$ cat src/rtl/mult_sequencer_if.sv
// Pipeline <-> multiply sequencer bundle: operand capture, shared-ALU request/grant, HI/LO results.
// master = pipeline/ALU side, slave = sequencer side.
interface mult_sequencer_if;
    logic        start;
    logic        is_signed;
    logic [31:0] op_a;
    logic [31:0] op_b;
    logic        alu_req;
    logic        alu_gnt;
    logic [31:0] alu_a;
    logic [31:0] alu_b;
    logic [3:0]  aluop;
    logic [31:0] alu_out;
    logic        busy;
    logic        done;
    logic [31:0] hi;
    logic [31:0] lo;

    modport master (
        output start, is_signed, op_a, op_b, alu_gnt, alu_out,
        input  alu_req, alu_a, alu_b, aluop, busy, done, hi, lo
    );

    modport slave (
        input  start, is_signed, op_a, op_b, alu_gnt, alu_out,
        output alu_req, alu_a, alu_b, aluop, busy, done, hi, lo
    );
endinterface

$ cat src/rtl/mult_sequencer.sv
// 32x32->64 MULT/MULTU shift-and-add sequencer on the borrowed ALU; done 2 cycles after the 32nd grant (34 cycles unstalled).
// Withheld alu_gnt freezes every register for as long as it lasts; start is only accepted in IDLE.
module mult_sequencer (
    input  logic          CLK,
    input  logic          RST,
    mult_sequencer_if.slave bus
);
    localparam logic [3:0] ALU_ADD = 4'h0;

    typedef enum logic [1:0] {
        IDLE = 2'd0,
        ITER = 2'd1,
        FIX  = 2'd2,
        DONE = 2'd3
    } state_t;

    state_t      r_state;
    state_t      w_next;
    logic [31:0] r_mcand;
    logic [31:0] r_hi;
    logic [31:0] r_lo;
    logic [4:0]  r_cnt;
    logic        r_neg;

    logic [31:0] w_abs_a;
    logic [31:0] w_abs_b;
    logic [31:0] w_alu_b;
    logic        w_carry;
    logic [63:0] w_neg_prod;
    logic        w_alu_req;
    logic        w_busy;
    logic        w_done;

    // 0x80000000 negates to itself, which is the correct unsigned magnitude.
    assign w_abs_a = (bus.is_signed && bus.op_a[31]) ? (~bus.op_a + 32'd1) : bus.op_a;
    assign w_abs_b = (bus.is_signed && bus.op_b[31]) ? (~bus.op_b + 32'd1) : bus.op_b;

    assign w_alu_b    = r_lo[0] ? r_mcand : 32'd0;
    assign w_carry    = (r_hi[31] & w_alu_b[31]) | ((r_hi[31] | w_alu_b[31]) & ~bus.alu_out[31]);
    assign w_neg_prod = ~{r_hi, r_lo} + 64'd1;

    always_ff @(posedge CLK or posedge RST) begin
        if (RST) begin
            r_state <= IDLE;
        end else begin
            r_state <= w_next;
        end
    end

    always_comb begin
        w_next    = r_state;
        w_alu_req = 1'b0;
        w_busy    = 1'b0;
        w_done    = 1'b0;
        case (r_state)
            IDLE: begin
                if (bus.start) begin
                    w_next = ITER;
                end
            end
            ITER: begin
                w_alu_req = 1'b1;
                w_busy    = 1'b1;
                if (bus.alu_gnt && (r_cnt == 5'd31)) begin
                    w_next = FIX;
                end
            end
            FIX: begin
                w_busy = 1'b1;
                w_next = DONE;
            end
            DONE: begin
                w_done = 1'b1;
                w_next = IDLE;
            end
            default: begin
                w_next = IDLE;
            end
        endcase
    end

    always_ff @(posedge CLK or posedge RST) begin
        if (RST) begin
            r_mcand <= 32'd0;
            r_hi    <= 32'd0;
            r_lo    <= 32'd0;
            r_cnt   <= 5'd0;
            r_neg   <= 1'b0;
        end else begin
            case (r_state)
                IDLE: begin
                    if (bus.start) begin
                        r_mcand <= w_abs_a;
                        r_lo    <= w_abs_b;
                        r_hi    <= 32'd0;
                        r_cnt   <= 5'd0;
                        r_neg   <= bus.is_signed & (bus.op_a[31] ^ bus.op_b[31]);
                    end
                end
                ITER: begin
                    // Shift the 33-bit sum right into HI and the consumed multiplier bit out of LO.
                    if (bus.alu_gnt) begin
                        {r_hi, r_lo} <= {w_carry, bus.alu_out, r_lo[31:1]};
                        r_cnt        <= r_cnt + 5'd1;
                    end
                end
                FIX: begin
                    if (r_neg) begin
                        {r_hi, r_lo} <= w_neg_prod;
                    end
                end
                default: begin
                end
            endcase
        end
    end

    assign bus.alu_req = w_alu_req;
    assign bus.busy    = w_busy;
    assign bus.done    = w_done;
    assign bus.alu_a   = r_hi;
    assign bus.alu_b   = w_alu_b;
    assign bus.aluop   = ALU_ADD;
    assign bus.hi      = r_hi;
    assign bus.lo      = r_lo;
endmodule
$ cat src/flat_wrapper.sv
// flat-port wrapper written by rule: the top's interface ports become plain ports
module mult_sequencer_flat 
  (CLK, RST, bus_start, bus_is_signed, bus_op_a, bus_op_b, bus_alu_gnt, bus_alu_out, bus_alu_req, bus_alu_a, bus_alu_b, bus_aluop, bus_busy, bus_done, bus_hi, bus_lo);
  mult_sequencer_if bus_i ();
  input  logic CLK;
  input  logic RST;
  input wire logic [$bits(bus_i.start)-1:0] bus_start;
  input wire logic [$bits(bus_i.is_signed)-1:0] bus_is_signed;
  input wire logic [$bits(bus_i.op_a)-1:0] bus_op_a;
  input wire logic [$bits(bus_i.op_b)-1:0] bus_op_b;
  input wire logic [$bits(bus_i.alu_gnt)-1:0] bus_alu_gnt;
  input wire logic [$bits(bus_i.alu_out)-1:0] bus_alu_out;
  output wire logic [$bits(bus_i.alu_req)-1:0] bus_alu_req;
  output wire logic [$bits(bus_i.alu_a)-1:0] bus_alu_a;
  output wire logic [$bits(bus_i.alu_b)-1:0] bus_alu_b;
  output wire logic [$bits(bus_i.aluop)-1:0] bus_aluop;
  output wire logic [$bits(bus_i.busy)-1:0] bus_busy;
  output wire logic [$bits(bus_i.done)-1:0] bus_done;
  output wire logic [$bits(bus_i.hi)-1:0] bus_hi;
  output wire logic [$bits(bus_i.lo)-1:0] bus_lo;
  assign bus_i.start = bus_start;
  assign bus_i.is_signed = bus_is_signed;
  assign bus_i.op_a = bus_op_a;
  assign bus_i.op_b = bus_op_b;
  assign bus_i.alu_gnt = bus_alu_gnt;
  assign bus_i.alu_out = bus_alu_out;
  assign bus_alu_req = bus_i.alu_req;
  assign bus_alu_a = bus_i.alu_a;
  assign bus_alu_b = bus_i.alu_b;
  assign bus_aluop = bus_i.aluop;
  assign bus_busy = bus_i.busy;
  assign bus_done = bus_i.done;
  assign bus_hi = bus_i.hi;
  assign bus_lo = bus_i.lo;
  mult_sequencer u_core (.CLK(CLK), .RST(RST), .bus(bus_i));
endmodule
$ cat config.mk
export PLATFORM = sky130hd
export DESIGN_NAME = mult_sequencer_flat
export DESIGN_NICKNAME = d
export VERILOG_FILES = /design/src/rtl/mult_sequencer_if.sv /design/src/rtl/mult_sequencer.sv /design/src/flat_wrapper.sv
export SDC_FILE = /design/constraint.sdc
export NUM_CORES = 1
export LEC_CHECK = 0
export CAP_MARGIN = 20
export CORE_MARGIN = 4
export CORE_UTILIZATION = 35
export CTS_BUF_LIST = sky130_fd_sc_hd__clkbuf_8 sky130_fd_sc_hd__clkbuf_16
export CTS_CLUSTER_DIAMETER = 150
export DETAILED_ROUTE_END_ITERATION = 8
export GPL_TIMING_DRIVEN = 0
export HOLD_SLACK_MARGIN = 0.05
export PLACE_DENSITY_LB_ADDON = 0.12
export SYNTH_ARGS = -nofsm -noshare
export SYNTH_HDL_FRONTEND = slang
export SYNTH_SLANG_ARGS = --single-unit
$ cat constraint.sdc
create_clock -name CLK -period 7 [get_ports CLK]
set_input_delay 0.7 -clock CLK [delete_from_list [all_inputs] [get_ports CLK]]
set_output_delay 0.7 -clock CLK [all_outputs]
set_load 0.03 [all_outputs]
==> results.cfg <==
[status]
outcome = complete, no violations

[clock_tree]
cts-root-buf = clkbuf_16
cts-resized-gates = 0
cts_hold_buf = 0
cts_setup_buffers = 0
path_clk_slew_ns = 0.08
h-tree-depth = 3
clock_sinks = 104
cts_tree = yes
clk_latency_ns = 0.36
cts_buffer_depth = 2
cts-buffers-inserted = 9

[timing]
grt_setup_unrepaired = false
timing.final.ws_setup_ns = 3.75
finalHoldViolCount = 0
period_share_pct = 46.4
timing.slew.headroom_pct = 51.9
fin_skew_ns = 0.00807
slew_viol_final = 0
min_period_ns = 3.25
whs_ns = 0.478
finalSetupViolCount = 0
worst_pin_slew_ns = 0.716
max_freq_mhz = 308
fin_setup_tns_ns = 0

[detailed_routing]
ant_nets = 0
drt_iter0_drc = 715
drt_pass1_iterations = 6
wl_per_cell_um = 19.6
num_vias = 8537
wl_mm = 29.5
via_per_inst = 5.67
drc = 0

[critical_path]
required_ns = 7.21
worstSetupEndpointType = flop
crit_path_start_kind = input pin
path_class = input pin to flop
cp.arrival_ns = 3.46
cp_max_fo = 10

[die]
die_h_um = 159
core_area_um2 = 22100
start_util_pct = 36.0
boundaryPins = 236
rows = 54
die_width_um = 159
dieArea_um2 = 25200

[yosys]
synth_top_area_share_pct = 32.7
synthArstFlopShare_pct = 100
yosys.area.top_type = dfrtp_1
syn_inst = 976
synth_area_leaders = dfrtp_1 (33%), o21ai_0 (5.4%), nand2_1 (5.2%), xor2_1 (4.1%), a21oi_1 (4.0%)
yosysUniqueCellTypes = 73
ys_ff_latch = 104
syn_area_um2 = 7950
avgSynthCellArea_um2 = 8.15
synth_edf_count = 0
synth_ff_type = dfrtp_1
synth_most_common_cell = nand2_1
synth-seq-area-share_pct = 32.7
yosys-top-cells-count = nand2_1 (111), dfrtp_1 (104), o21ai_0 (86)
yosys_warnings = 0

[pwr]
p_int_mw = 2.32
power.leakage_nw = 4.27
clkPwrFrac_pct = 10.5
pwr-share-comb_pct = 65.1
p_seq_share_pct = 24.4
ir_drop_mv = 0.254
swShare_pct = 52.2
cellPowerDensity_nw_per_um2 = 444
power_switching_mw = 2.53

[grt]
grt_overflow = 0
grt_start_max_net_pins = 66
grt_pass1_wl_mm = 46.1
grt_usage_pct = 22.3
grt_pass1_vias = 8253
antenna_found_initial = 0

[hold_path]
hp-class = flop to flop

[placement]
dp_hpwl_mm = 22.3
place.gp.congestion = 0.945
pre_cts_ws_ns = 3.44
port_buffers = 230
dp.cells = 1490

[finish]
antenna_cells = 0
synthToLayoutAreaGrowth_pct = 37.5
fin_nets = 1331
final_layout_size_suffix_gt1_share_pct = 6.85
finish.utilization_pct = 49.5
instances_no_fill = 1506

[flow_run]
cap_violations = 0
==> registers in the layout, indices dropped and copies added, names as in the netlist <==
name              flops
u_core.r_mcand       32
u_core.r_neg          1
u_core.bus.lo        32
u_core.r_cnt          5
u_core.r_state        2
u_core.bus.alu_a     32
==> layout make-up <==
type	instances	area, µm²
Inverter	19	73.8
Clock inverter	5	32.5
Tap cell	280	350
Fill cell	2135	11200
Multi-Input combinational cell	756	4750
Timing Repair Buffer	231	2330
Sequential cell	104	2600
Buffer	100	534
Clock buffer	11	253
==> layout by cell type, fill, tap and decap left out, types with 36 or more instances in the layout <==
master	count
and2_1	37
clkbuf_1	54
nor3_1	47
dfrtp_1	104
nor2_1	62
buf_4	36
o21ai_0	86
a21oi_1	64
clkdlybuf4s50_1	230
nand2_1	111
xor2_1	37
==> stage by stage <==
| stage | power, mW | area [µm²] |
|---|---|---|
| after floorplan | 3.12 | 7960 |
| after global placement | 4.29 | 10600 |
| after detailed placement | 4.32 | 10600 |
| after CTS | 4.85 | 10900 |
| after global routing | 5.16 | 10900 |
| final | 4.85 | 10900 |
==> final timing paths <==
check	startpoint	end	slack, ns	depth (start not counted)
hold / removal	u_core.r_mcand[28]	u_core.r_mcand[28]	0.48	2
hold reg to reg	u_core.r_mcand[28]	u_core.r_mcand[28]	0.48	2
setup / recovery	bus_start	u_core.bus.lo[13]	3.75	9
min in group asynchronous	RST	u_core.bus.alu_a[16]	0.74	2
setup reg to reg	u_core.r_state[0]	u_core.bus.lo[13]	3.76	10
max in group asynchronous	RST	u_core.bus.lo[12]	5.51	3
==> logic make-up (layout without fill, tap and decap cells) <==
kind of cell / after synthesis / count (layout) / share of synthesized area [%]
flip-flops: 104 / 104 / 32.7
buffers and inverters: 119 / 366 / 7.62
AO/OA/AOI/OAI: 294 / 294 / 24.3
adder cells (fa/ha/maj): 10 / 10 / 1.54
multiplexers: 6 / 6 / 0.803
AND/OR/NAND/NOR: 373 / 373 / 25.2
other: 1 / 4 / 0.0472
XOR/XNOR: 69 / 69 / 7.70
==> layer usage <==
layer / GRT usage [%] / wire length, µm
met2: 36.0 / 13500
met5: 0 / 0
met1: 30.7 / 13200
met3: 4.56 / 2260
met4: 5.88 / 572
==> power groups by stage <==
stage	clock, mW	combinational (mW)	sequential, mW
floorplan	0	1.75	1.37
global placement	0	3.10	1.19
detailed placement	0	3.13	1.19
CTS	0.527	3.14	1.18
global route	0.538	3.39	1.23
finish	0.511	3.16	1.18
==> critical path, stage by stage <==
cell,delay (ns)
clkdlybuf4s50_1,0.50
nor2b_1,0.06
clkbuf_1,0.19
nor4_4,0.69
nand2_1,0.20
clkbuf_1,0.33
clkbuf_1,0.39
a221oi_1,0.31
a211oi_1,0.08
Power figures use the tool's default switching activity.
